**src/rtl/bt_cmd_pkg.sv**
```systemverilog
// Shared definitions for the Bluetooth command-frame controller:
// FSM state encoding, default sync marker and game opcodes.
package bt_cmd_pkg;

  typedef enum logic [2:0] {
    S_IDLE    = 3'd0,
    S_CMD     = 3'd1,
    S_LEN     = 3'd2,
    S_PAYLOAD = 3'd3,
    S_CSUM    = 3'd4,
    S_HOLD    = 3'd5
  } state_t;

  localparam logic [7:0] SYNC_BYTE_DEF = 8'hA5;

  localparam logic [7:0] CMD_MOVE  = 8'h01;
  localparam logic [7:0] CMD_FIRE  = 8'h02;
  localparam logic [7:0] CMD_START = 8'h03;
  localparam logic [7:0] CMD_PAUSE = 8'h04;

endpackage

```
**src/rtl/bt_cmd_timeout.sv**
```systemverilog
// Inter-byte timeout counter: clear beats load beats count; tc flags TERM-1
// and counting stops there until the owner clears it.
module bt_cmd_timeout #(
  parameter int unsigned TERM = 50,
  parameter int unsigned W    = $clog2(TERM + 1)
) (
  input  logic         clk,
  input  logic         rst_n,
  input  logic         clr,
  input  logic         ld,
  input  logic [W-1:0] ld_val,
  input  logic         en,
  output logic         tc
);

  localparam logic [W-1:0] LAST = W'(TERM - 1);

  logic [W-1:0] cnt;

  assign tc = (cnt == LAST);

  // Counter state: cleared on demand, otherwise loaded or advanced.
  always_ff @(posedge clk) begin
    if (!rst_n)           cnt <= '0;
    else if (clr)         cnt <= '0;
    else if (ld)          cnt <= ld_val;
    else if (en && !tc)   cnt <= cnt + 1'b1;
  end

endmodule

```
**src/rtl/bt_cmd_ctrl.sv**
```systemverilog
// Command-frame controller behind the UART receiver.
// Frame: SYNC, CMD, LEN, LEN payload bytes, optional XOR checksum.
// Define BT_CMD_CHECKSUM_EN to require the trailing checksum byte; without
// it the last payload byte (or a zero LEN) completes the frame.
module bt_cmd_ctrl
  import bt_cmd_pkg::*;
#(
  parameter int unsigned CLK_FREQ   = 12000000,
  parameter int unsigned TIMEOUT_MS = 10,
  parameter int unsigned MAX_LEN    = 4,
  parameter logic [7:0]  SYNC_BYTE  = SYNC_BYTE_DEF
) (
  input  logic                 i_clk,
  input  logic                 i_rst_n,
  input  logic [7:0]           i_rx_data,
  input  logic                 i_rx_done,
  output logic [7:0]           o_cmd,
  output logic [MAX_LEN*8-1:0] o_arg,
  output logic [2:0]           o_len,
  output logic                 o_cmd_valid,
  input  logic                 i_cmd_ready,
  output logic                 o_busy,
  output logic [7:0]           o_err_cnt
);

  localparam int unsigned TIMEOUT_CLKS = (CLK_FREQ / 1000) * TIMEOUT_MS;
  localparam int unsigned TW           = $clog2(TIMEOUT_CLKS + 1);
  localparam logic [7:0]  MAX_LEN_B    = 8'(MAX_LEN);

`ifdef BT_CMD_CHECKSUM_EN
  localparam state_t ST_LAST = S_CSUM;
`else
  localparam state_t ST_LAST = S_HOLD;
`endif

  state_t                    state;
  logic                      done_q;
  logic                      rx_stb;
  logic [7:0]                cmd_q;
  logic [2:0]                len_q;
  logic [2:0]                idx;
  logic                      valid_q;
  logic [MAX_LEN-1:0][7:0]   payload;
  logic [7:0]                err_cnt;
  logic                      active;
  logic                      to_tc;
  logic                      to_fire;
  logic                      err_ev;
  logic                      pay_clr;
  logic                      pay_wr;
`ifdef BT_CMD_CHECKSUM_EN
  logic [7:0]                csum;
`endif

  assign o_cmd       = cmd_q;
  assign o_arg       = payload;
  assign o_len       = len_q;
  assign o_cmd_valid = valid_q;
  assign o_busy      = (state != S_IDLE);
  assign o_err_cnt   = err_cnt;

  // Strobe decode, timeout firing and error-event detection.
  always_comb begin
    rx_stb  = i_rx_done & ~done_q;
    active  = (state == S_CMD) || (state == S_LEN) ||
              (state == S_PAYLOAD) || (state == S_CSUM);
    to_fire = active & ~rx_stb & to_tc;
    pay_clr = rx_stb && (state == S_IDLE) && (i_rx_data == SYNC_BYTE);
    pay_wr  = rx_stb && (state == S_PAYLOAD);
    err_ev  = to_fire;
    if (rx_stb) begin
      case (state)
        S_LEN:  if (i_rx_data > MAX_LEN_B) err_ev = 1'b1;
`ifdef BT_CMD_CHECKSUM_EN
        S_CSUM: if (i_rx_data != csum)     err_ev = 1'b1;
`endif
        S_HOLD: err_ev = 1'b1;
        default: ;
      endcase
    end
  end

  // Edge detect on the receiver done flag so a held done is one byte.
  always_ff @(posedge i_clk) begin
    if (!i_rst_n) done_q <= 1'b0;
    else          done_q <= i_rx_done;
  end

  bt_cmd_timeout #(
    .TERM (TIMEOUT_CLKS),
    .W    (TW)
  ) u_timeout (
    .clk    (i_clk),
    .rst_n  (i_rst_n),
    .clr    (rx_stb | ~active | to_fire),
    .ld     (1'b0),
    .ld_val ('0),
    .en     (active),
    .tc     (to_tc)
  );

  // Frame sequencer; a byte arriving in the timeout cycle wins over the timeout.
  always_ff @(posedge i_clk) begin
    if (!i_rst_n) begin
      state   <= S_IDLE;
      cmd_q   <= '0;
      len_q   <= '0;
      idx     <= '0;
      valid_q <= 1'b0;
`ifdef BT_CMD_CHECKSUM_EN
      csum    <= '0;
`endif
    end else begin
      case (state)
        S_IDLE: begin
          if (rx_stb && i_rx_data == SYNC_BYTE) state <= S_CMD;
        end
        S_CMD: begin
          if (rx_stb) begin
            cmd_q <= i_rx_data;
`ifdef BT_CMD_CHECKSUM_EN
            csum  <= i_rx_data;
`endif
            state <= S_LEN;
          end else if (to_tc) state <= S_IDLE;
        end
        S_LEN: begin
          if (rx_stb) begin
`ifdef BT_CMD_CHECKSUM_EN
            csum <= csum ^ i_rx_data;
`endif
            if (i_rx_data > MAX_LEN_B) begin
              state <= S_IDLE;
            end else begin
              len_q <= i_rx_data[2:0];
              idx   <= '0;
              if (i_rx_data == 8'd0) begin
                state <= ST_LAST;
                if (ST_LAST == S_HOLD) valid_q <= 1'b1;
              end else begin
                state <= S_PAYLOAD;
              end
            end
          end else if (to_tc) state <= S_IDLE;
        end
        S_PAYLOAD: begin
          if (rx_stb) begin
`ifdef BT_CMD_CHECKSUM_EN
            csum <= csum ^ i_rx_data;
`endif
            idx <= idx + 3'd1;
            if (idx + 3'd1 == len_q) begin
              state <= ST_LAST;
              if (ST_LAST == S_HOLD) valid_q <= 1'b1;
            end
          end else if (to_tc) state <= S_IDLE;
        end
`ifdef BT_CMD_CHECKSUM_EN
        S_CSUM: begin
          if (rx_stb) begin
            if (i_rx_data == csum) begin
              state   <= S_HOLD;
              valid_q <= 1'b1;
            end else begin
              state <= S_IDLE;
            end
          end else if (to_tc) state <= S_IDLE;
        end
`endif
        S_HOLD: begin
          // Overrun bytes are dropped (counted via err_ev); the held frame stays.
          if (i_cmd_ready) begin
            valid_q <= 1'b0;
            state   <= S_IDLE;
          end
        end
        default: state <= S_IDLE;
      endcase
    end
  end

  // Payload store: cleared when a new frame starts so unused bytes read zero.
  always_ff @(posedge i_clk) begin
    if (!i_rst_n || pay_clr) begin
      payload <= '0;
    end else if (pay_wr) begin
      for (int k = 0; k < MAX_LEN; k++)
        if (idx == 3'(k)) payload[k] <= i_rx_data;
    end
  end

  // Dropped-frame counter, saturating at 255.
  always_ff @(posedge i_clk) begin
    if (!i_rst_n)                        err_cnt <= '0;
    else if (err_ev && err_cnt != 8'hFF) err_cnt <= err_cnt + 8'd1;
  end

endmodule

```
**config.mk**
```make
export PLATFORM = sky130hd
export DESIGN_NAME = bt_cmd_ctrl
export DESIGN_NICKNAME = d
export VERILOG_FILES = /design/src/rtl/bt_cmd_pkg.sv /design/src/rtl/bt_cmd_timeout.sv /design/src/rtl/bt_cmd_ctrl.sv
export SDC_FILE = /design/constraint.sdc
export NUM_CORES = 1
export LEC_CHECK = 0
export CAP_MARGIN = 30
export CORE_MARGIN = 1
export CORE_UTILIZATION = 46
export CTS_CLUSTER_SIZE = 12
export DETAILED_ROUTE_END_ITERATION = 8
export PLACE_DENSITY = 0.74
export SLEW_MARGIN = 25
export SYNTH_ARGS = -nofsm -noshare
export SYNTH_HDL_FRONTEND = slang
export SYNTH_SLANG_ARGS = --single-unit
```
**constraint.sdc**
```tcl
create_clock -name i_clk -period 1.93 [get_ports i_clk]
set_input_delay 0.2895 -clock i_clk [delete_from_list [all_inputs] [get_ports i_clk]]
set_output_delay 0.2895 -clock i_clk [all_outputs]
set_load 0.02 [all_outputs]
```
# Word level (Yosys, flattened, before mapping)
# Index checks and enable logic that the tools add are counted.
[totals]
input_bits = 12
elab_cells = 98
ff_bits = 76
output_inout_bits = 53
[op_classes]
addsub = 3
n_lt_le_gt_ge = 1
n_mux = 24
n_reduce_logical = 28
n_eq_ne = 20
bitwise_logic = 10
[ops]
columns = ["operator", "count"]
rows = [
  ["3-bit 2-to-1 mux", 12],
  ["17-bit by 1-bit adder with 17-bit output (second input constant)", 1],
  ["17-bit == test (second input constant)", 1],
  ["3-bit one-hot mux with 5 select lines", 1],
  ["3-bit by 2-bit == test with 1-bit output (second input constant)", 4],
  ["2-bit AND reduction", 5],
  ["8-bit by 1-bit adder with 8-bit output (second input constant)", 1],
  ["8-bit == test (second input constant)", 1],
  ["8-bit by 3-bit greater-than comparator with 1-bit output (second input constant)", 1],
  ["8-bit zero test", 1],
  ["1-bit 2-to-1 mux", 8],
  ["2-bit inequality test (second input constant)", 4],
  ["8-bit inequality test (second input constant)", 1],
  ["7-bit AND reduction", 1],
  ["3-bit by 1-bit == test with 1-bit output (second input constant)", 2],
  ["3-bit == test (second input constant)", 2],
  ["1-bit logical AND", 6],
  ["3-bit zero test", 2],
  ["2-bit by 1-bit inequality test with 1-bit output (second input constant)", 3],
  ["3-bit one-hot mux with 2 select lines", 1],
  ["3-bit AND reduction", 2],
  ["3-bit nonzero test", 2],
  ["1-bit inverter", 5],
  ["1-bit logical OR", 4],
  ["other kinds (11)", 15],
]

# Longest topological paths before layout
# Gate-level depths: netlist of run 1.
[depth]
ltp_word = 10
depth_mapped = 10

# Modules after synthesis
# Synthesis of run 1 repeated with hierarchy kept, for this count alone.
[hier_totals]
hier_cells = 443
area_unflattened_um2 = 3772.4
[by_module_without_submodules]
columns = ["mod", "instances", "area_each_um2", "cells_each"]
rows = [
  ["bt_cmd_ctrl", 1, 2700.1, 309],
  ["bt_cmd_timeout", 1, 1072.3, 134],
]

# Worst setup path after synthesis of run 1
# No wires, ideal clock.
[synth_path]
kind = "register to register"
from = "reg state[1]"
to = "reg err_cnt[1] (netlist: o_err_cnt[1])"
slack_ps = -47
path_stages_with_launch = 11
t_arrival_ps = 1850
n_path_buf = 4
synth_period_minus_slack_ps = 1977
required_time_ps = 1802
path_cell_list = "dfxtp_1 > buf_6 > or3_1 > buf_6 > and2_4 > buf_6 > and4_4 > o22ai_4 > buf_6 > mux2i_1 > nor2_1"
[synth_between]
elab_chain_cells = 10
word_cells_on_any_way = 14
classes_between = "eq/ne (5); mux (3); bitwise (2); reduce/logical (4)"
[synth_lines]
columns = ["item", "line_no", "source"]
rows = [
  ["start, declared", "bt_cmd_ctrl.sv:36", "state_t state;"],
  ["start signal, assigned", "bt_cmd_ctrl.sv:105", "state <= S_IDLE;"],
  ["start signal, assigned", "bt_cmd_ctrl.sv:116", "if (rx_stb && i_rx_data == SYNC_BYTE) state <= S_CMD;"],
  ["start signal, assigned", "bt_cmd_ctrl.sv:124", "state <= S_LEN;"],
  ["3-bit by 1-bit == test with 1-bit output or 3-bit by 2-bit == test with 1-bit output (tied branches)", "bt_cmd_ctrl.sv:65, bt_cmd_ctrl.sv:72", ""],
  ["1-bit logical OR (2 in a row)", "bt_cmd_ctrl.sv:65", "active = (state == S_CMD) || (state == S_LEN) ||"],
  ["1-bit logical OR", "bt_cmd_ctrl.sv:66", "(state == S_PAYLOAD) || (state == S_CSUM);"],
  ["1-bit AND (2 in a row)", "bt_cmd_ctrl.sv:67", "to_fire = active & ~rx_stb & to_tc;"],
  ["1-bit 2-to-1 mux", "bt_cmd_ctrl.sv:73", "S_LEN: if (i_rx_data > MAX_LEN_B) err_ev = 1'b1;"],
  ["1-bit one-hot mux with 2 select lines", "bt_cmd_ctrl.sv:72", "case (state)"],
  ["1-bit 2-to-1 mux (*)", "bt_cmd_ctrl.sv:71", "if (rx_stb) begin"],
  ["1-bit logical AND (*)", "bt_cmd_ctrl.sv:195", "else if (err_ev && err_cnt != 8'hFF) err_cnt <= err_cnt + 8'd1;"],
  ["end signal, assigned", "bt_cmd_ctrl.sv:195", ""],
  ["end, declared", "bt_cmd_ctrl.sv:44", "logic [7:0] err_cnt;"],
]
# Every way passes the cells marked *; elsewhere a longest branch is shown, timed or not.
# A chain may end at the register's enable or synchronous reset.

# Final worst setup path of run 1
[layout_path]
from = "reg u_timeout.cnt[11]"
to = "reg err_cnt[5] (netlist: o_err_cnt[5])"
[layout_between]
elab_chain_cells = 6
[layout_lines]
columns = ["item", "line_no", "source"]
rows = [
  ["start, declared", "bt_cmd_timeout.sv:18", "logic [W-1:0] cnt;"],
  ["start signal, assigned", "bt_cmd_timeout.sv:26", "else if (ld) cnt <= ld_val;"],
  ["start signal, assigned", "bt_cmd_timeout.sv:27", "else if (en && !tc) cnt <= cnt + 1'b1;"],
  ["17-bit == test (*)", "bt_cmd_timeout.sv:20", "assign tc = (cnt == LAST);"],
  ["1-bit AND (*)", "bt_cmd_ctrl.sv:67", ""],
  ["1-bit 2-to-1 mux", "bt_cmd_ctrl.sv:73", ""],
  ["1-bit one-hot mux with 2 select lines", "bt_cmd_ctrl.sv:72", ""],
  ["1-bit 2-to-1 mux (*)", "bt_cmd_ctrl.sv:71", ""],
  ["1-bit logical AND (*)", "bt_cmd_ctrl.sv:195", ""],
]
# Marked as above.

==> results.txt, run 1 <==
The number of antenna repair diodes came out at 0. The worst slack at placement was -0.472 ns. Setup violations remaining at the end of the flow were counted as 0. The die area came out at 7620 sq um. The tools report the TritonCTS buffer count as 9. The run finished with clean final reports. Number of hold buffers added after cts: 0.

The critical path goes through nand4bb_4 > nor3_4 > and4_4 > o22ai_4 > or4_4 > a21oi_2. The global route total overflow is 0, and the count of flip-flops with a built-in enable after synthesis is 0. The logs give 73.7% for the relative max-transition margin and 65 for the I/O pin count. The most common cell in the synthesized netlist is sky130_fd_sc_hd__dfxtp_1. Clock root buffer: sky130_fd_sc_hd__clkbuf_8. The number of flip-flops and latches in the synthesized netlist is 76, and the total vias in the final route is 3165. For the worst flop-to-flop path, the logic depth is 6. Once the floorplan was initialized, standard cells occupied 48.5% of the core. The run gives 0 as the total count of max-transition violations in the final report.

The clock-pin slew of the registers on the worst-case setup and hold paths came out at 0.08 ns. The post-synthesis instance area is 3350 sq um. The run gives 0.0104 ns as the worst clock skew. The startpoint of the lowest-slack register-to-register path was u_timeout.cnt[11]$_SDFFE_PP0P_.

For this run, the slowest stage of the critical path takes 0.50 ns. Among all stages on the critical path, the largest delay is contributed by sky130_fd_sc_hd__or4_4. The die is 87.3 microns tall. The first global-routing pass estimated 14000 microns of wire. Summed over all failing endpoints, the final setup total negative slack is 0 ns.

In the synthesized netlist the dominant register cell turns out to be sky130_fd_sc_hd__dfxtp_1. The later pin in the worst-skew pair is clocked with a latency of 0.35 ns. For the clock sink count, the log shows 76.

The tools report the proportion of synthesized chip area in sequential cells as 45.4%. In this run the tool buffered the top-level ports with 64 buffer cells. The first detailed-routing pass took 5 iterations.

The worst hold path passes through 4 cells. The cell area after placement is 4430 sq um. The startpoint identified for the worst hold timing path is i_rx_data[3]. Cells with a size suffix above 1 make up 21.0% of the layout. The run gives 49 as the number of different library cells in the post-synthesis netlist.

Via density per instance: 5.32. At the worst endpoint, the required time is 2.22 ns. The number of standard cells after synthesis was 385; the total power draw was 3.18 mW. In the final routed layout, each cell accounts on average for 14.6 microns. The tools report the worst-case hold path end point as o_arg[27]$_SDFFE_PP0P_.

Final count of hold timing violations: 0. Detailed placement ended at an HPWL of 5820 microns. For this run, the post-layout net count is 513.

After floorplanning, the core was divided into 30 placement rows. The logs give 0 for the residual DRC count and 0 for the count of max-cap constraint violations. STA classifies the critical path startpoint as a flop. Wires add up to 8710 microns. The run gives 2998 as the number of global-route vias before repair.

Once layout is done, the placed cells without fillers occupy 4840 sq um. TritonCTS built the clock tree. The DRC violation total after the first TritonRoute iteration is 178. IR analysis of the VDD net gives a maximum drop of 0.407 mV.

By count the netlist is led by sky130_fd_sc_hd__dfxtp_1 (76), sky130_fd_sc_hd__nor2_1 (44), sky130_fd_sc_hd__nand3_1 (42). By startpoint and endpoint, the worst setup path is classified as reg2reg. Endpoint of the most critical register-to-register path: o_err_cnt[5]$_SDFFE_PN0P_.

The logs give 0 for the initial antenna violation count and 1.81 nW for the static leakage. The mean instance size in the synthesized netlist was 8.70 sq um. The tools report the number of nets still failing antenna checks after routing as 0. Yosys printed 0 warnings. After layout, the worst setup slack is 0.0622 ns.

The final cycle utilization of the critical path was 96.8%; the total power divided by cell area was 658 nW/um^2. Cells fill 70.0% of the core in the end. Setup repair after global routing could not meet its margin everywhere. The run gives 535 MHz as the fmax. The slew at the pin closest to its max-slew limit was 0.390 ns. The run gives 23.8% as the overall routing resource usage. The area growth from synthesis to final layout was 44.5%.

Entering global routing, the biggest net connects 33 pins. The share of the synthesized area in the top cell type was 45.4%. The die is 87.3 microns wide.

The H-tree level count was 3. By area the synthesized netlist is led by sky130_fd_sc_hd__dfxtp_1 (45%), sky130_fd_sc_hd__nand3_1 (6.3%), sky130_fd_sc_hd__mux2i_1 (5.7%). The path class of the tightest hold or removal check is in2reg. Critical path endpoint category: a flop. For this run, asynchronously set or reset flops after synthesis account for 0%.

The maximum fanout count along the critical path is 6. In this run the standard cell core region covers 6910 sq um. Routability-driven placement finished with a final weighted congestion of 0.864. At the worst endpoint, the arrival time is 2.15 ns.

The longest clock path from root to sink contains 2 buffers. Synthesis produced a netlist with a net count of 404. The minimum period implied by the final worst setup slack works out to 1.87 ns. The reg2reg setup slack was 0.06 ns. The synthesized design spends more area on one cell type than any other, namely sky130_fd_sc_hd__dfxtp_1.
## state kept, by name (all words and copies together), names as in the netlist
name and flops:
o_err_cnt 8, u_timeout.cnt 17, done_q 1, o_cmd_valid 1, o_len 3, idx 3, state 3, o_cmd 8
o_arg 32
## layout make-up
cell class	instances	area [sq um]
fillers	573	2070
multi-input cells	279	1830
flip-flops and latches	76	1530
repair buffers	119	1100
clock buffers	10	138
well taps	96	120
clock inverters	6	87.6
inverters	9	33.8
## per-layer routing
layer / up-vias / GRT usage, % / part of all wire [%]
met4: 0 / 11.8 / 2.1
met3: 14 / 3.79 / 5.5
met1: 1486 / 30.7 / 44
li1: 1560 / - / -
met2: 105 / 38.8 / 48
met5: - / 0 / 0
## per-stage QoR
| step | hold slack [ns] | std cells |
|---|---|---|
| floorplan | 0.411 | 385 |
| global placement | 0.446 | 576 |
| detailed placement | 0.449 | 576 |
| CTS | 0.461 | 593 |
| global route | 0.370 | 595 |
| finish | 0.375 | 595 |
## power by group
| group | switching (mW) | leakage (nW) | internal (mW) |
|---|---|---|---|
| sequential | 0.00936 | 0.615 | 1.58 |
| combinational | 0.130 | 1.09 | 0.108 |
| clock | 0.596 | 0.105 | 0.760 |
| total | 0.736 | 1.81 | 2.45 |
## cells by family after synthesis
group / synth area share (%)
buf+inv: 4.45
xor+xnor: 4.97
simple gates: 25.6
mux: 5.68
compound gates: 11.2
flops: 45.4
fa+ha+maj: 2.62
## cells in the final DEF (no fill, tap or decap), types with 3 or more instances in the layout
| master | n |
|---|---|
| sky130_fd_sc_hd__and2_1 | 3 |
| sky130_fd_sc_hd__nand2_1 | 38 |
| sky130_fd_sc_hd__nand2b_1 | 3 |
| sky130_fd_sc_hd__o21a_1 | 5 |
| sky130_fd_sc_hd__xor2_1 | 16 |
| sky130_fd_sc_hd__clkinvlp_4 | 3 |
| sky130_fd_sc_hd__ha_1 | 4 |
| sky130_fd_sc_hd__buf_4 | 51 |
| sky130_fd_sc_hd__dfxtp_1 | 71 |
| sky130_fd_sc_hd__nor3_1 | 4 |
| sky130_fd_sc_hd__nand4_1 | 6 |
| sky130_fd_sc_hd__clkdlybuf4s50_1 | 61 |
| sky130_fd_sc_hd__o21ai_0 | 3 |
| sky130_fd_sc_hd__buf_12 | 3 |
| sky130_fd_sc_hd__or3_1 | 5 |
| sky130_fd_sc_hd__mux2i_1 | 19 |
| sky130_fd_sc_hd__clkbuf_8 | 10 |
| sky130_fd_sc_hd__nor2_1 | 44 |
| sky130_fd_sc_hd__a21oi_1 | 31 |
| sky130_fd_sc_hd__nand3_1 | 41 |
| sky130_fd_sc_hd__inv_1 | 9 |
| sky130_fd_sc_hd__and3_1 | 5 |
| sky130_fd_sc_hd__dfxtp_2 | 5 |
## worst max path at each step
stage | start | end | slack, ns | cells past startpoint
after floorplan | state[1]$_SDFFE_PN0P_ | o_err_cnt[1]$_SDFFE_PN0P_ | -0.05 | 10
after global placement | i_rx_data[6] | o_err_cnt[1]$_SDFFE_PN0P_ | -0.44 | 7
after detailed placement | i_rx_data[6] | o_err_cnt[1]$_SDFFE_PN0P_ | -0.47 | 7
after CTS | u_timeout.cnt[14]$_SDFFE_PP0P_ | o_err_cnt[5]$_SDFFE_PN0P_ | 0.004 | 6
after global routing | i_rx_data[6] | o_err_cnt[1]$_SDFFE_PN0P_ | 0.003 | 7
final | u_timeout.cnt[11]$_SDFFE_PP0P_ | o_err_cnt[5]$_SDFFE_PN0P_ | 0.06 | 6
## worst max-delay path: cells and delay by family, from the launching register on
kind,cells,cell delay [ns]
and+or+nand+nor,4,1.24
DFF,1,0.32
AOI/OAI and AO/OA,2,0.24
## timing repair
action                     in CTS  in global routing
buffers inserted                0                  2
pin swaps                       1                 13
gates cloned                    1                  0
setup endpoints to repair      10                 11
resized for setup               5                 26
Power figures use the tool's default switching activity.
==> run 2: changes to the inputs <==
- GPL_ROUTABILITY_DRIVEN: default -> 0
- REMOVE_ABC_BUFFERS: default -> 1
==> run 2 against run 1 <==
Die area did not move. Sequential power barely moved. Total power fell by 1.4%. Wire length fell by 0.34%. Register-to-register slack got worse by 0.04 ns. Setup slack got worse by 0.043 ns. Maximum frequency fell by 2.3%. Clock skew barely moved. Largest power group unchanged. Highest routed layer unchanged.
==> results.txt, run 2 (same netlist as run 1, synthesis figures left out) <==
The cell class contributing the biggest share of worst-path delay was simple AND/OR/NAND/NOR gates. Number of hold buffers added after cts: 0 (unchanged). The logs give 8680 microns (-0.34%) for the total detailed-routing wirelength and 0 (unchanged) for the residual DRC count. The H-tree level count came out at 3 (unchanged). For the static leakage, the log shows 1.85 nW (+2.2%).

The final number of setup-violating endpoints is 0 (unchanged). Relative to the synthesized area, the layout overhead comes to 43.6%. The x dimension of the die was 87.3 microns (unchanged). The flip-flop count of the largest register, all copies and words added works out to 32 (unchanged). The run gives 0 (unchanged) as the count of max-cap constraint violations. The half-perimeter wire length after detailed placement is 5990 microns (+3.0%), and the total negative slack for setup checks is 0 ns (unchanged).

For hold timing, the worst endpoint is done_q$_SDFF_PN0_. The tools report the number of detailed-route iterations in the first pass as 4 (-1). For the fmax, the log shows 523 MHz (-2.3%). The tools report the required time of the worst setup path as 2.22 ns (about the same).

The I/O pin count is 65 (unchanged). The logs give 2984 (-0.47%) for the number of global-route vias before repair and 513 (unchanged) for the net count reported at finish. Core footprint: 6910 sq um (unchanged). The run gives 0.0103 ns (-0.0000968 ns) as the worst clock skew. The first-pass GRT wire length was 14100 microns (+0.44%).

The library cell used most frequently in the layout, excluding fill and tap cells, is sky130_fd_sc_hd__dfxtp_1. For the final count of hold timing violations, the log shows 0 (unchanged). For the final-layout worst hold slack, the log shows 0.233 ns (-0.143 ns). The tools report the standard-cell row count as 30 (unchanged). The maximum number of pins on one net before global-route repair was 33 (unchanged); the TritonCTS buffer count was 9 (unchanged). TritonCTS built the clock tree. The area used by sequential logic in the layout was 1530 sq um (-0.16%).

The DRC violation total after the first TritonRoute iteration is 109 (-39%). The critical path goes through nand3_1 > nor3_4 > and4_4 > o22ai_4 > or4_1 > a21oi_1. The start point of the worst hold path is i_rx_done.

Class of the worst hold path: in2reg. The via density per instance came out at 5.29 (-0.60%). The total power divided by cell area was 652 nW/um^2 (-0.84%); the clock-pin slew of the registers on the worst-case setup and hold paths was 0.07 ns (about the same). Cell area after placement: 4430 sq um (about the same). The clock latency at the later pin of the worst-skew pair is 0.36 ns (about the same), and the arrival time reported for the critical path endpoint is 2.20 ns (+0.05 ns). For the total vias in the final route, the log shows 3146 (-0.60%). The worst setup path is captured at a flop. The clock root buffer is sky130_fd_sc_hd__clkbuf_8. The detailed-route wire length per cell works out to 14.6 microns (-0.34%). In this run the critical register-to-register path is captured at o_err_cnt[5]$_SDFFE_PN0P_. The run gives 2 (unchanged) as the number of buffers between clock root and the deepest sink.

The global route total overflow came out at 0 (unchanged). Count of cells along the worst hold path: 2 (-2). The number of nets still failing antenna checks after routing was 0 (unchanged); the final cycle utilization of the critical path was 99.0% (+2.2 points). The run gives 0 (unchanged) as the initial antenna violation count. The type of element launching the critical path was a flop. The maximum vdd ir drop was 0.369 mV (-9.3%); the die area was 7620 sq um (unchanged). The chip height came out at 87.3 microns (unchanged). The top cell types in the final layout, fill and taps aside, are sky130_fd_sc_hd__dfxtp_1 (73), sky130_fd_sc_hd__clkdlybuf4s50_1 (56), sky130_fd_sc_hd__buf_4 (51). Setup repair after global routing could not meet its margin everywhere. Total power draw: 3.14 mW (-1.4%). The worst register-to-register path begins at u_timeout.cnt[5]$_SDFFE_PP0P_. Filler cell count in the final layout: 578 (+0.87%).

The slew at the pin closest to its max-slew limit was 0.394 ns (+0.00312 ns); the initial cell density of the core was 48.5% (unchanged). The start point of the critical path was u_timeout.cnt[5]$_SDFFE_PP0P_. The tools report the total count of max-transition violations in the final report as 0 (unchanged). Total of buffers placed on input and output ports: 64 (unchanged). The highest-delay cell along the critical path is sky130_fd_sc_hd__or4_1. The fraction of final layout cells with drive strength greater than 1 came out at 19.2% (-1.8 points). The reg2reg setup slack is 0.02 ns (-0.04 ns), and the overall routing resource usage is 24.0% (+0.13 points).

For the number of antenna repair diodes, the log shows 0 (unchanged). Final worst slack: 0.0191 ns (-0.0431 ns). The worst setup path is of the reg2reg kind. The largest stage delay on the critical path works out to 0.51 ns (about the same). The footprint of the multi-input gates is 1800 sq um (-1.8%), and the clock sink count is 76 (unchanged).

The run finished with clean final reports. The maximum fanout count along the critical path was 6 (unchanged); the minimum period implied by the final worst setup slack was 1.91 ns (+0.0431 ns). The number of cells on the worst reg-to-reg path was 6 (unchanged).

The tools report the worst slack at placement as -0.506 ns (-0.0332 ns). The number of buffers and inverters on the critical path was 0 (unchanged); the final design area excluding fillers was 4810 sq um (-0.57%). The relative max-transition margin came out at 73.8% (about the same).
==> run 2: per-stage QoR <==
stage,util [%],std cells
after floorplan,-,363
after global placement,64.1,574
after detailed placement,64.1,574
after CTS,68.3,593
after global routing,69.6,595
final,69.6,595
==> run 2: worst max-delay path by stage <==
stage / end / cells past startpoint
floorplan: o_arg[0]$_SDFFE_PP0P_ / 6
global placement: o_err_cnt[1]$_SDFFE_PN0P_ / 8
detailed placement: o_err_cnt[1]$_SDFFE_PN0P_ / 8
CTS: o_err_cnt[5]$_SDFFE_PN0P_ / 7
global route: o_err_cnt[5]$_SDFFE_PN0P_ / 6
finish: o_err_cnt[5]$_SDFFE_PN0P_ / 6
==> run 2: area by class of cell <==
type | count | share of cell area (%)
Multi-Input combinational cell | 279 | 37.4
Sequential cell | 76 | 31.7
Inverter | 9 | 0.702
Clock buffer | 10 | 2.65
Clock inverter | 6 | 1.85
Timing Repair Buffer | 119 | 23.2
Tap cell | 96 | 2.50
==> run 2: repair_timing <==
action                     4_1_cts  5_1_grt
gates resized for setup         10       18
pin swaps                        4       15
setup endpoints to repair       10       12
cloned                           1        0
setup buffers                    2        2
==> run 2: worst reg2reg max path, stage by stage, from the launching register on <==
cell and delay (ns):
sky130_fd_sc_hd__dfxtp_1 0.37, sky130_fd_sc_hd__nand3_1 0.19, sky130_fd_sc_hd__nor3_4 0.26, sky130_fd_sc_hd__and4_4 0.28
sky130_fd_sc_hd__o22ai_4 0.11, sky130_fd_sc_hd__or4_1 0.51, sky130_fd_sc_hd__a21oi_1 0.13
==> run 2: routing by layer <==
metal / track usage (%) / share of wire, %
met4: 12.5 / 2.2
met1: 31.4 / 45
met2: 38.1 / 49
met5: 0 / 0
met3: 3.51 / 3.9
==> run 2: where the power goes <==
part	leakage [nW]	internal, mW	total [mW]	switching (mW)
registers	0.614	1.58	1.59	0.00931
logic	1.13	0.104	0.229	0.126
clock network	0.102	0.728	1.32	0.593
total	1.85	2.41	3.14	0.728
